`config.mk`:
```
export PLATFORM = sky130hd
export DESIGN_NAME = fpu_issue_queue
export DESIGN_NICKNAME = d
export VERILOG_FILES = /design/src/rtl/fpnew_pkg.sv /design/src/rtl/fpu_issue_decode.sv /design/src/rtl/fpu_issue_queue.sv
export SDC_FILE = /design/constraint.sdc
export NUM_CORES = 1
export LEC_CHECK = 0
export BUFFER_PORTS_ARGS = -buffer_cell sky130_fd_sc_hd__buf_2
export CAP_MARGIN = 20
export CORE_ASPECT_RATIO = 0.9
export CORE_MARGIN = 2
export CORE_UTILIZATION = 45
export DETAILED_ROUTE_END_ITERATION = 16
export PLACE_DENSITY = 0.77
export SKIP_CTS_REPAIR_TIMING = 1
export SYNTH_ARGS = -nofsm -noshare
export SYNTH_HDL_FRONTEND = slang
export SYNTH_SLANG_ARGS = --single-unit
```
`constraint.sdc`:
```
create_clock -name clk_i -period 20.4 [get_ports clk_i]
set_clock_uncertainty 0.15 [all_clocks]
set_input_delay 3.06 -clock clk_i [delete_from_list [all_inputs] [get_ports clk_i]]
set_output_delay 3.06 -clock clk_i [all_outputs]
set_load 0.02 [all_outputs]
```
`src/rtl/fpnew_pkg.sv`:
```
// Shared FPU types: operation/format enums, opgroup lookup and the issue-queue entry.
package fpnew_pkg;

  typedef enum logic [3:0] {
    FMADD, FNMSUB, ADD, MUL, DIV, SQRT, SGNJ, MINMAX, CMP, CLASSIFY,
    F2F, F2I, I2F, CPKAB, CPKCD
  } operation_e;

  typedef enum logic [1:0] {
    ADDMUL, DIVSQRT, NONCOMP, CONV
  } opgroup_e;

  typedef enum logic [2:0] {
    RNE = 3'b000,
    RTZ = 3'b001,
    RDN = 3'b010,
    RUP = 3'b011,
    RMM = 3'b100,
    ROD = 3'b101,
    DYN = 3'b111
  } roundmode_e;

  typedef enum logic [2:0] {
    FP32, FP64, FP16, FP8, FP16ALT
  } fp_format_e;

  typedef enum logic [1:0] {
    INT8, INT16, INT32, INT64
  } int_format_e;

  // Queue entries reserve a full 32-bit tag; narrower tags are zero-extended on enqueue.
  localparam int unsigned ISSUE_TAG_MAX_WIDTH = 32;

  typedef struct packed {
    logic [2:0][31:0]                 operands;
    operation_e                       op;
    logic                             op_mod;
    fp_format_e                       src_fmt;
    fp_format_e                       dst_fmt;
    int_format_e                      int_fmt;
    roundmode_e                       rnd_mode;
    opgroup_e                         opgroup;
    logic                             illegal;
    logic [ISSUE_TAG_MAX_WIDTH-1:0]   tag;
  } fpu_issue_entry_t;

  // Encodings beyond CPKCD are not operations; they land in NONCOMP.
  function automatic opgroup_e get_opgroup(input operation_e op);
    case (op)
      FMADD, FNMSUB, ADD, MUL:        return ADDMUL;
      DIV, SQRT:                      return DIVSQRT;
      SGNJ, MINMAX, CMP, CLASSIFY:    return NONCOMP;
      F2F, F2I, I2F, CPKAB, CPKCD:    return CONV;
      default:                        return NONCOMP;
    endcase
  endfunction

endpackage

```
`src/rtl/fpu_issue_decode.sv`:
```
// Enqueue-time decode: resolves the dynamic rounding mode, flags illegal requests
// and classifies the operation into its opgroup.
module fpu_issue_decode
  import fpnew_pkg::*;
(
  input  logic [3:0] op_i,
  input  logic [2:0] src_fmt_i,
  input  logic [2:0] dst_fmt_i,
  input  logic [2:0] rnd_mode_i,
  input  logic [2:0] frm_i,
  output logic [2:0] rnd_mode_o,
  output logic [1:0] opgroup_o,
  output logic       illegal_o
);

  logic [2:0] resolvedMode;
  logic       badMode;
  logic       badOp;
  logic       badFmt;

  // Resolve DYN against the CSR, then reject reserved modes, encodings and formats.
  always_comb begin
    resolvedMode = (rnd_mode_i == DYN) ? frm_i : rnd_mode_i;
    badMode      = (resolvedMode >= 3'(ROD));
    badOp        = (op_i > 4'(CPKCD));
    badFmt       = (src_fmt_i > 3'(FP16ALT)) || (dst_fmt_i > 3'(FP16ALT));
    illegal_o    = badMode || badOp || badFmt;
    rnd_mode_o   = illegal_o ? 3'(RNE) : resolvedMode;
    opgroup_o    = 2'(get_opgroup(operation_e'(op_i)));
  end

endmodule

```
`src/rtl/fpu_issue_queue.sv`:
```
// FIFO of decoded FPU requests between the issue stage and the FPU.
// Registered output only (no empty bypass); flush outranks push and pop.
// TagWidth is legal up to ISSUE_TAG_MAX_WIDTH.
module fpu_issue_queue
  import fpnew_pkg::*;
#(
  parameter int unsigned Depth    = 2,
  parameter int unsigned TagWidth = 5
) (
  input  logic                        clk_i,
  input  logic                        rst_i,
  input  logic                        flush_i,
  input  logic [2:0]                  frm_i,
  input  logic                        in_valid_i,
  output logic                        in_ready_o,
  input  logic [2:0][31:0]            operands_i,
  input  logic [3:0]                  op_i,
  input  logic                        op_mod_i,
  input  logic [2:0]                  src_fmt_i,
  input  logic [2:0]                  dst_fmt_i,
  input  logic [1:0]                  int_fmt_i,
  input  logic [2:0]                  rnd_mode_i,
  input  logic [TagWidth-1:0]         tag_i,
  output logic                        out_valid_o,
  input  logic                        out_ready_i,
  output logic [2:0][31:0]            out_operands_o,
  output logic [3:0]                  out_op_o,
  output logic                        out_op_mod_o,
  output logic [2:0]                  out_src_fmt_o,
  output logic [2:0]                  out_dst_fmt_o,
  output logic [1:0]                  out_int_fmt_o,
  output logic [2:0]                  out_rnd_mode_o,
  output logic [TagWidth-1:0]         out_tag_o,
  output logic [1:0]                  out_opgroup_o,
  output logic                        out_illegal_o,
  output logic [$clog2(Depth+1)-1:0]  count_o,
  output logic                        busy_o
);

  localparam int unsigned PtrWidth = $clog2(Depth);
  localparam int unsigned CntWidth = $clog2(Depth + 1);

  logic [PtrWidth-1:0] wrPtr_q, wrPtr_d;
  logic [PtrWidth-1:0] rdPtr_q, rdPtr_d;
  logic [CntWidth-1:0] count_q, count_d;
  fpu_issue_entry_t    mem_q [Depth];
  fpu_issue_entry_t    newEntry;
  fpu_issue_entry_t    head;
  logic                pushEn;
  logic                popEn;
  logic [2:0]          decRndMode;
  logic [1:0]          decOpgroup;
  logic                decIllegal;

  function automatic logic [PtrWidth-1:0] incPtr(input logic [PtrWidth-1:0] ptr);
    return (ptr == PtrWidth'(Depth - 1)) ? '0 : ptr + PtrWidth'(1);
  endfunction

  assign in_ready_o  = (count_q < CntWidth'(Depth));
  assign out_valid_o = (count_q != '0);
  assign busy_o      = out_valid_o;
  assign count_o     = count_q;
  assign pushEn      = in_valid_i && in_ready_o;
  assign popEn       = out_valid_o && out_ready_i;

  fpu_issue_decode u_decode (
    .op_i       (op_i),
    .src_fmt_i  (src_fmt_i),
    .dst_fmt_i  (dst_fmt_i),
    .rnd_mode_i (rnd_mode_i),
    .frm_i      (frm_i),
    .rnd_mode_o (decRndMode),
    .opgroup_o  (decOpgroup),
    .illegal_o  (decIllegal)
  );

  // Assemble the entry written on a push, combining raw fields with the decode.
  always_comb begin
    newEntry          = '0;
    newEntry.operands = operands_i;
    newEntry.op       = operation_e'(op_i);
    newEntry.op_mod   = op_mod_i;
    newEntry.src_fmt  = fp_format_e'(src_fmt_i);
    newEntry.dst_fmt  = fp_format_e'(dst_fmt_i);
    newEntry.int_fmt  = int_format_e'(int_fmt_i);
    newEntry.rnd_mode = roundmode_e'(decRndMode);
    newEntry.opgroup  = opgroup_e'(decOpgroup);
    newEntry.illegal  = decIllegal;
    newEntry.tag      = ISSUE_TAG_MAX_WIDTH'(tag_i);
  end

  // Pointer and occupancy update; a flush wipes both and swallows push/pop.
  always_comb begin
    wrPtr_d = wrPtr_q;
    rdPtr_d = rdPtr_q;
    count_d = count_q;
    if (flush_i) begin
      wrPtr_d = '0;
      rdPtr_d = '0;
      count_d = '0;
    end else begin
      if (pushEn) wrPtr_d = incPtr(wrPtr_q);
      if (popEn)  rdPtr_d = incPtr(rdPtr_q);
      if (pushEn && !popEn)      count_d = count_q + CntWidth'(1);
      else if (popEn && !pushEn) count_d = count_q - CntWidth'(1);
    end
  end

  // Occupancy state; reset empties the queue immediately.
  always_ff @(posedge clk_i or posedge rst_i) begin
    if (rst_i) begin
      wrPtr_q <= '0;
      rdPtr_q <= '0;
      count_q <= '0;
    end else begin
      wrPtr_q <= wrPtr_d;
      rdPtr_q <= rdPtr_d;
      count_q <= count_d;
    end
  end

  // Entry storage needs no reset: slots are only visible while counted valid.
  always_ff @(posedge clk_i) begin
    if (pushEn && !flush_i) mem_q[wrPtr_q] <= newEntry;
  end

  assign head           = mem_q[rdPtr_q];
  assign out_operands_o = head.operands;
  assign out_op_o       = head.op;
  assign out_op_mod_o   = head.op_mod;
  assign out_src_fmt_o  = head.src_fmt;
  assign out_dst_fmt_o  = head.dst_fmt;
  assign out_int_fmt_o  = head.int_fmt;
  assign out_rnd_mode_o = head.rnd_mode;
  assign out_opgroup_o  = head.opgroup;
  assign out_illegal_o  = head.illegal;
  assign out_tag_o      = TagWidth'(head.tag);

endmodule

```
==> results of run 1 <==
## worst paths after layout
path	slack, ns	cells past startpoint	end
min in group asynchronous	2.30	2	wrPtr_q
hold / removal	0.45	2	wrPtr_q
setup reg to reg	17.47	4	mem_q[1][107]
max in group asynchronous	17.62	2	rdPtr_q
hold reg to reg	0.45	2	wrPtr_q
setup / recovery	14.34	3	out_operands_o[3]
## area by class of cell
cell class	instances	area share
tap	255	0.0283
timing repair buffer	254	0.114
multi-input combinational	159	0.140
clock inverter	8	0.00854
antenna	1	0.000222
sequential	244	0.648
clock buffer	32	0.0604
inverter	3	0.000998
## flip-flops by register name, summed over array words and instances, names as in the netlist
name     cells
mem_q      240
count_o      2
wrPtr_q      1
rdPtr_q      1
## cell usage in the layout, fill, tap and decap left out
| cell | netlist | routed |
|---|---|---|
| o21ai_0 | 10 | 10 |
| nor3_1 | 4 | 3 |
| clkinv_4 | 0 | 1 |
| inv_6 | 0 | 1 |
| nand3_1 | 2 | 2 |
| nor2b_1 | 2 | 2 |
| nor3_2 | 0 | 1 |
| clkinv_2 | 0 | 3 |
| a21oi_1 | 2 | 2 |
| nand2_1 | 5 | 5 |
| buf_4 | 2 | 5 |
| dfrtp_4 | 0 | 1 |
| mux2i_1 | 1 | 1 |
| clkbuf_8 | 0 | 3 |
| clkbuf_1 | 0 | 4 |
| buf_2 | 3 | 249 |
| a21o_1 | 2 | 2 |
| inv_1 | 3 | 3 |
| bufinv_16 | 0 | 2 |
| diode_2 | 0 | 1 |
| mux2_2 | 120 | 120 |
| edfxtp_1 | 240 | 240 |
| nor2_1 | 2 | 2 |
| nand4_1 | 1 | 1 |
| clkinv_1 | 0 | 1 |
| a31oi_1 | 1 | 1 |
| dfrtp_1 | 4 | 3 |
| nand2b_1 | 2 | 2 |
| xor2_1 | 2 | 2 |
| clkbuf_16 | 0 | 25 |
| or2_2 | 2 | 2 |
| nor3b_2 | 0 | 1 |
## stage by stage
| step | area [um2] | cells | util | hold WS [ns] | worst slack (ns) |
|---|---|---|---|---|---|
| detailed placement | 10500 | 915 | 0.530 | 0.433 | 14.80 |
| floorplan | 9020 | 420 | - | 0.369 | 7.54 |
| global route | 11300 | 956 | 0.570 | 0.484 | 14.14 |
| CTS | 11300 | 955 | 0.570 | 0.449 | 14.24 |
| finish | 11300 | 956 | 0.570 | 0.448 | 14.34 |
| global placement | 10500 | 915 | 0.530 | 0.402 | 14.85 |
## metal layers
layer | global-route usage | part of all wire | vias to the layer above
li1 | - | - | 2199
met1 | 0.199 | 0.41 | 2371
met2 | 0.266 | 0.49 | 213
met3 | 0.0398 | 0.075 | 35
met4 | 0.0478 | 0.026 | 2
met5 | 0 | 0.00063 | -
## worst reg2reg max path, stage by stage (launching register included)
cell	delay [ns]
dfrtp_1	0.45
nand2b_1	0.28
nor3b_2	0.19
buf_4	0.65
buf_4	0.81
## cell families after synthesis
group	share of synthesized area
flops	0.810
mux	0.151
simple gates	0.0119
buf+inv	0.0158
compound gates	0.00902
xor+xnor	0.00194
## power by group through the flow
stage | Combinational (uW) | Clock [uW] | Sequential, uW
3_5_place_dp | 119 | 0 | 595
6_report | 118 | 431 | 584
5_1_grt | 126 | 463 | 586
2_1_floorplan | 79.0 | 0 | 595
3_3_place_gp | 116 | 0 | 593
4_1_cts | 120 | 443 | 584
==> metrics, run 1 <==
status completed; Slowest cell on crit path dfrtp_4; initial antenna violation count 2; Seq. cell area 7310 um2; CP top delay family buffers and inverters; grt ovf 0; Psw 251 uW; Sum Neg Setup Slack 0 ns; max-slew violations 0; Bufs and invs on worst path 2; Yosys top cell by area edfxtp_1; Flop pwr share 0.515; most frequent cell after synthesis edfxtp_1; Yosys cell types 22; Max-Slew Margin vs Limit 0.435; filler instances 1,528; number of DRC markers in iteration 0 260; Worst EP arrival 2.85 ns; top post-synthesis cells by count 240 x edfxtp_1, 120 x mux2_2, 10 x o21ai_0, 9 x buf_6, 5 x nand2_1; routed vias/inst 5.04; worst setup path startpoint rdPtr_q; Row Count 49; Num Clock Sinks 244; Post-Syn Area 9020 um2; RR Startpoint count_o[1]; first drt pass iteration count 4; H-tree levels 1; Post-Synthesis Cells 420; Root Buffer clkbuf_16; Syn Area/Cell 21.5 um2; Hold Crit Class flip-flop to flip-flop; kind of start point of the critical path flip-flop; Logic pwr share 0.104; PwrDens 100 nW/um2; Die W 153 um; die span in y 138 um; Critical Path Sink Type output port; Avg WL per Cell 18.2 um; final hold violation count 0; most common flop cell mapped by yosys edfxtp_1; Syn Nets 545; I/O pins 250; Synth Warn # 0; synthesis-stage register bit count 244; top-area cell type share of the netlist area 0.799; asr flop ratio synth 0.0164; Initial Util 0.455; NumNets Final 812; clk slew on worst S/H paths 0.06 ns; sequential fraction of the synthesis area 0.810; Die ar. 21,200 um2; hpwl dp 11.4 mm; Syn-to-layout area delta 25.1%; number of global-route vias before repair 4,970; TritonCTS Buffers 25; hold_sp wrPtr_q; area of the multi-input gates 1580 um2; Critical Path RT 17.19 ns; first-pass GRT wire length 26.4 mm; CORE AREA 19,800 um2; largest net degree at the start of global routing 65; CTS tree done; f_max 0.165 GHz; Cell Int Power 882 uW; Power Total 1130 uW; fin crit period 6.06 ns; Max-Cap Viols 0; Port Buf Inserts 249; Post-synth EDFFs 240; vias 4,820; fin crit share 0.297; Total GRT Usage 0.156; CTS Buffer Depth 3; Crit Path Max Fanout 64; critical path, cell by cell buf_4, mux2_2, buf_2; final wirelength 17.4 mm; Switching Fraction 0.222; crit path kind flip-flop to output port; Static Leakage 0.00418 uW; RSZ-0062 raised after global routing no; post-route ant nets 0; Skew-Pair Late Insertion Delay 0.50 ns; Worst VDD drop 0.0000884 V; Clk pwr share 0.381; top post-synthesis cells by area edfxtp_1 80%, mux2_2 15%, buf_6 1.1%; crit-path max cell delay 0.94 ns; number of remaining DRC errors 0; Worst-Margin Slew 0.848 ns; GPL Wtd Cong 0.732; layout cell share with drive strength beyond 1 0.591; Finish-stage setup viols 0
Note: power is estimated with default switching activity, not from simulation.
==> run 2, diff against run 1 <==
==> constraint.sdc (replaced) <==
create_clock -name clk_i -period 6.35 [get_ports clk_i]
set_clock_uncertainty 0.15 [all_clocks]
set_input_delay 0.9525 -clock clk_i [delete_from_list [all_inputs] [get_ports clk_i]]
set_output_delay 0.9525 -clock clk_i [all_outputs]
set_load 0.02 [all_outputs]
==> run 2 against run 1 <==
Worst setup slack worse by 12 ns; register-to-register slack got worse by 13 ns; critical path depth did not move; sequential power grew to 3.2 times the previous value; utilization fell by 0.26 points; clock-buffer cell count shrank 1; largest cell class unchanged.
==> metrics, run 2 (same netlist as run 1, synthesis figures left out) <==
status completed; first drt pass iteration count 4 (unchanged); largest net degree at the start of global routing 70 (+7.7%); hpwl dp 11.2 mm (-1.8%); Finish-stage setup viols 0 (unchanged); number of DRC markers in iteration 0 201 (-23%); vias 4,781 (-0.81%); clk slew on worst S/H paths 0.06 ns (about the same); commonest cells after routing, fill and taps aside 249 x buf_2, 240 x edfxtp_1, 120 x mux2_2; Worst-Margin Slew 0.942 ns (+0.0940 ns); Cell Int Power 2730 uW (+210%); layout cell share with drive strength beyond 1 0.583 (-0.00845); grt ovf 0 (unchanged); routed vias/inst 4.98 (-1.2%); number of diodes 0 (-1); Critical Path RT 5.25 ns (-11.94 ns); max-slew violations 0 (unchanged); R2R depth 3 (-1); Largest register FFs 240 (unchanged); Critical Path Sink Type output port; Port Buf Inserts 249 (unchanged); Max-Slew Margin vs Limit 0.372 (-0.0627); I/O pins 250 (unchanged); worst setup path startpoint rdPtr_q; largest reg by FF count mem_q; final wirelength 17.0 mm (-2.4%); Reg2Reg Capture Point mem_q[1][111]; r2r setup slk 4.08 ns (-13.39 ns); Worst VDD drop 0.000233 V (+160%); Sum Neg Setup Slack 0 ns (unchanged); Die W 153 um (unchanged); die span in y 138 um (unchanged); most common cell after layout, fill and taps aside buf_2; Skew-Pair Late Insertion Delay 0.51 ns (about the same); fin crit share 0.623; Die ar. 21,200 um2 (unchanged); Static Leakage 0.00415 uW (-0.60%); H-tree levels 1 (unchanged); CORE AREA 19,800 um2 (unchanged); number of remaining DRC errors 0 (unchanged); Worst EP arrival 2.85 ns (about the same); Root Buffer clkbuf_16; Switching Fraction 0.230 (+0.00825); PwrDens 315 nW/um2 (+210%); initial antenna violation count 0 (-2); f_max 0.253 GHz; kind of start point of the critical path flip-flop; Total GRT Usage 0.153 (-0.00285); Syn-to-layout area delta 24.6%; TritonCTS Buffers 25 (unchanged); Initial Util 0.455 (unchanged); Clk pwr share 0.363 (-0.018); NumNets Final 812 (unchanged); CTS Buffer Depth 3 (unchanged); crit path kind flip-flop to output port; GPL Wtd Cong 0.752 (+2.7%); Hold Crit Class input pin to asynchronous set/reset pin; post-route ant nets 0 (unchanged); Logic pwr share 0.106 (+0.002); Flop pwr share 0.531 (+0.016); post-route core utilization 0.567 (-0.00259); final hold violation count 0 (unchanged); Row Count 49 (unchanged); first-pass GRT wire length 26.1 mm (-0.83%); RSZ-0062 raised after global routing no; Max-Cap Viols 0 (unchanged); Num Clock Sinks 244 (unchanged); CTS tree done; Avg WL per Cell 17.7 um (-2.8%); RR Startpoint count_o[1]; Psw 814 uW (+220%); Crit Path Max Fanout 69 (+7.8%); fin crit period 3.96 ns; Setup crit end out_operands_o[3]; number of global-route vias before repair 5,126 (+3.1%)
run 2: cell count changes in the layout (fill, tap and decap cells not counted), sizes merged:
cell / change
inv: +1
diode: -1
clkinv: +7
bufinv: -2
clkbuf: -1
run 2: layer usage:
metal,GRT usage,up-vias,part of all wire
li1,-,2195,-
met1,0.184,2367,0.41
met2,0.273,189,0.50
met3,0.0404,30,0.069
met4,0.0439,0,0.023
met5,0,-,0
run 2: worst min-delay path by stage:
stage	slack [ns]	depth (start not counted)	startpoint	to
2_1_floorplan	0.43	2	wrPtr_q	wrPtr_q
3_3_place_gp	0.42	2	count_o[0]	count_o[0]
3_5_place_dp	0.46	2	wrPtr_q	wrPtr_q
4_1_cts	0.15	2	rst_i	wrPtr_q
5_1_grt	0.17	2	rst_i	rdPtr_q
6_report	0.17	2	rst_i	wrPtr_q
run 2: layout make-up:
| type | instances | area [um2] |
|---|---|---|
| clock inverter | 14 | 68.8 |
| inverter | 3 | 11.3 |
| tap | 255 | 319 |
| clock buffer | 31 | 648 |
| fill | 1537 | 8570 |
| timing repair buffer | 254 | 1280 |
| multi-input combinational | 159 | 1590 |
| sequential | 244 | 7310 |
run 2: power groups by stage:
stage                     logic (uW)  clock network (uW)  registers, uW
after floorplan                  255                   0           1900
after global placement           368                   0           1910
after detailed placement         378                   0           1910
after CTS                        380                1320           1880
after global routing             401                1380           1890
final                            376                1280           1880
run 2: per-stage QoR:
stage / hold slack [ns] / worst slack, ns / instances / power (uW) / instance area, um2
floorplan: 0.429 / 1.54 / 420 / 2150 / 9040
global placement: 0.417 / 2.93 / 915 / 2280 / 10500
detailed placement: 0.461 / 2.89 / 915 / 2290 / 10500
CTS: 0.154 / 2.33 / 960 / 3580 / 11200
global route: 0.171 / 2.22 / 960 / 3660 / 11200
finish: 0.174 / 2.39 / 960 / 3540 / 11200
run 2: worst max-delay path, cell delays in order, from the launching register on:
cell and delay [ns]:
dfrtp_4 1.02, buf_4 0.69, mux2_2 0.43, buf_2 0.16
==> run 3, diff against run 2 <==
--- a/config.mk
+++ b/config.mk
@@ -11,7 +11,7 @@
 export CORE_MARGIN = 2
 export CORE_UTILIZATION = 45
 export DETAILED_ROUTE_END_ITERATION = 16
-export PLACE_DENSITY = 0.77
+export PLACE_DENSITY = 0.8
 export SKIP_CTS_REPAIR_TIMING = 1
 export SYNTH_ARGS = -nofsm -noshare
 export SYNTH_HDL_FRONTEND = slang
==> constraint.sdc (replaced) <==
create_clock -name clk_i -period 3.4 [get_ports clk_i]
set_clock_uncertainty 0.15 [all_clocks]
set_input_delay 0.51 -clock clk_i [delete_from_list [all_inputs] [get_ports clk_i]]
set_output_delay 0.51 -clock clk_i [all_outputs]
set_load 0.02 [all_outputs]
==> run 3 against run 2 <==
Combinational power rose by 100%; clock-buffer cell count shrank 3; critical path type unchanged; non-clock buffer count increased by 6; power rose by 98%; worst setup slack got worse by 1.5 ns; sequential cell count is the same.
==> metrics, run 3 (same netlist as run 1, synthesis figures left out) <==
Sum Neg Setup Slack 0 ns (unchanged); crit path kind flip-flop to output port; GPL Wtd Cong 0.759 (+0.97%); critical path, cell by cell buf_12, mux2_2, buf_2; CP top delay family buffers and inverters; grt ovf 0 (unchanged); r2r setup slk 1.20 ns (-2.88 ns); Num Clock Sinks 244 (unchanged); Row Count 49 (unchanged); fin crit period 2.51 ns; fin crit share 0.739; kind of start point of the critical path flip-flop; Static Leakage 0.00426 uW (+2.6%); status completed; number of DRC markers in iteration 0 231 (+15%); Cell Int Power 5480 uW (+100%); layout cell share with drive strength beyond 1 0.596 (+0.0134); Crit Path Max Fanout 62 (-10%); hold_sp operands_i[49]; hold path endpoint mem_q[1][73]; Worst VDD drop 0.000433 V (+86%); NumNets Final 818 (+0.74%); I/O pins 250 (unchanged); largest reg by FF count mem_q; CORE AREA 19,800 um2 (unchanged); Initial Util 0.455 (unchanged); Worst-Margin Slew 0.886 ns (-0.0562 ns); crit-path max cell delay 0.44 ns (-0.58 ns); clk slew on worst S/H paths 0.06 ns (about the same); Logic pwr share 0.107 (about the same); Max-Cap Viols 0 (unchanged); Hold Crit Class input pin to flip-flop; TritonCTS Buffers 25 (unchanged); Max-Slew Margin vs Limit 0.409 (+0.0369); Switching Fraction 0.219 (-0.0111); first drt pass iteration count 4 (unchanged); number of global-route vias before repair 5,033 (-1.8%); CTS tree done; Die ar. 21,200 um2 (unchanged); Post-DP Area 10,600 um2 (+1.3%); Avg WL per Cell 17.4 um (-1.7%); vias 4,776 (-0.10%); final hold violation count 0 (unchanged); RSZ-0062 raised after global routing no; Critical Path Sink Type output port; Syn-to-layout area delta 27.7%; Flop pwr share 0.496 (-0.035); initial antenna violation count 1 (+1); number of remaining DRC errors 0 (unchanged); Skew-Pair Late Insertion Delay 0.50 ns (about the same); R2R depth 3 (unchanged); max-slew violations 0 (unchanged); CTS Buffer Depth 3 (unchanged); H-tree levels 1 (unchanged); largest net degree at the start of global routing 98 (+40%); Psw 1540 uW (+89%); die span in y 138 um (unchanged); Worst EP arrival 1.85 ns (-1.00 ns); fin area 11,500 um2 (+2.5%); Bufs and invs on worst path 2 (unchanged); final wirelength 16.8 mm (-1.0%); f_max 0.398 GHz; Finish-stage setup viols 0 (unchanged); Slowest cell on crit path dfrtp_4; most common cell after layout, fill and taps aside buf_2; post-route ant nets 0 (unchanged); PwrDens 610 nW/um2 (+93%); Die W 153 um (unchanged); hpwl dp 11.2 mm (+0.62%); post-route core utilization 0.581 (+0.0143); Root Buffer clkbuf_16; commonest cells after routing, fill and taps aside 249 x buf_2, 240 x edfxtp_1, 120 x mux2_2; Worst Hold Depth 1; routed vias/inst 4.94 (-0.83%); Critical Path RT 2.74 ns (-2.51 ns); Clk pwr share 0.397 (+0.034); Total GRT Usage 0.152 (-0.00109); RR Startpoint count_o[1]; first-pass GRT wire length 26.1 mm (-0.26%); Largest register FFs 240 (unchanged); Reg2Reg Capture Point mem_q[1][88]; Port Buf Inserts 249 (unchanged)
[run 3: cell types whose count changed in the layout (fill, tap and decap cells not counted), moves of 3 or more]
cell / before / now
bufinv_16: 0 / 5
clkbuf_1: 6 / 3
clkinvlp_4: 0 / 3
buf_12: 0 / 7
clkinv_1: 7 / 4
[run 3: power groups by stage]
stage | Clock (uW) | Sequential [uW] | Combinational (uW)
2_1_floorplan | 0 | 3540 | 478
3_3_place_gp | 0 | 3530 | 740
3_5_place_dp | 0 | 3540 | 758
4_1_cts | 2850 | 3480 | 764
5_1_grt | 2970 | 3490 | 805
6_report | 2790 | 3480 | 754
[run 3: cell type report]
cell class | instances | area [um2]
inverter | 3 | 11.3
multi-input combinational | 159 | 1600
fill | 1457 | 8290
clock buffer | 28 | 637
timing repair buffer | 260 | 1420
antenna | 1 | 2.50
sequential | 244 | 7310
tap | 255 | 319
clock inverter | 17 | 216
[run 3: layer usage]
metal	GRT usage	share of wire	routed length [um]
met5	0	0	0
met4	0.0453	0.029	493
met3	0.0417	0.079	1320
met2	0.263	0.50	8390
met1	0.189	0.39	6590
[run 3: metrics by stage]
| stage | instances | total power [uW] | setup WS, ns | hold WS [ns] |
|---|---|---|---|---|
| 3_3_place_gp | 920 | 4270 | 1.11 | 0.244 |
| 3_5_place_dp | 920 | 4300 | 1.07 | 0.250 |
| 5_1_grt | 966 | 7260 | 0.818 | 0.0222 |
| 6_report | 967 | 7020 | 0.888 | 0.0389 |
| 2_1_floorplan | 420 | 4020 | -0.939 | 0.126 |
| 4_1_cts | 965 | 7090 | 0.872 | -0.285 |
[run 3: worst max-delay path by stage]
stage                    start                  to  slack [ns]  cells past startpoint
detailed placement  in_valid_i        mem_q[1][46]        1.07                      4
CTS                    rdPtr_q  out_operands_o[14]        0.87                      3
global route           rdPtr_q   out_operands_o[9]        0.82                      3
global placement    in_valid_i        mem_q[1][42]        1.11                      4
finish                 rdPtr_q   out_operands_o[9]        0.89                      3
floorplan           count_o[1]         mem_q[1][0]       -0.94                      2
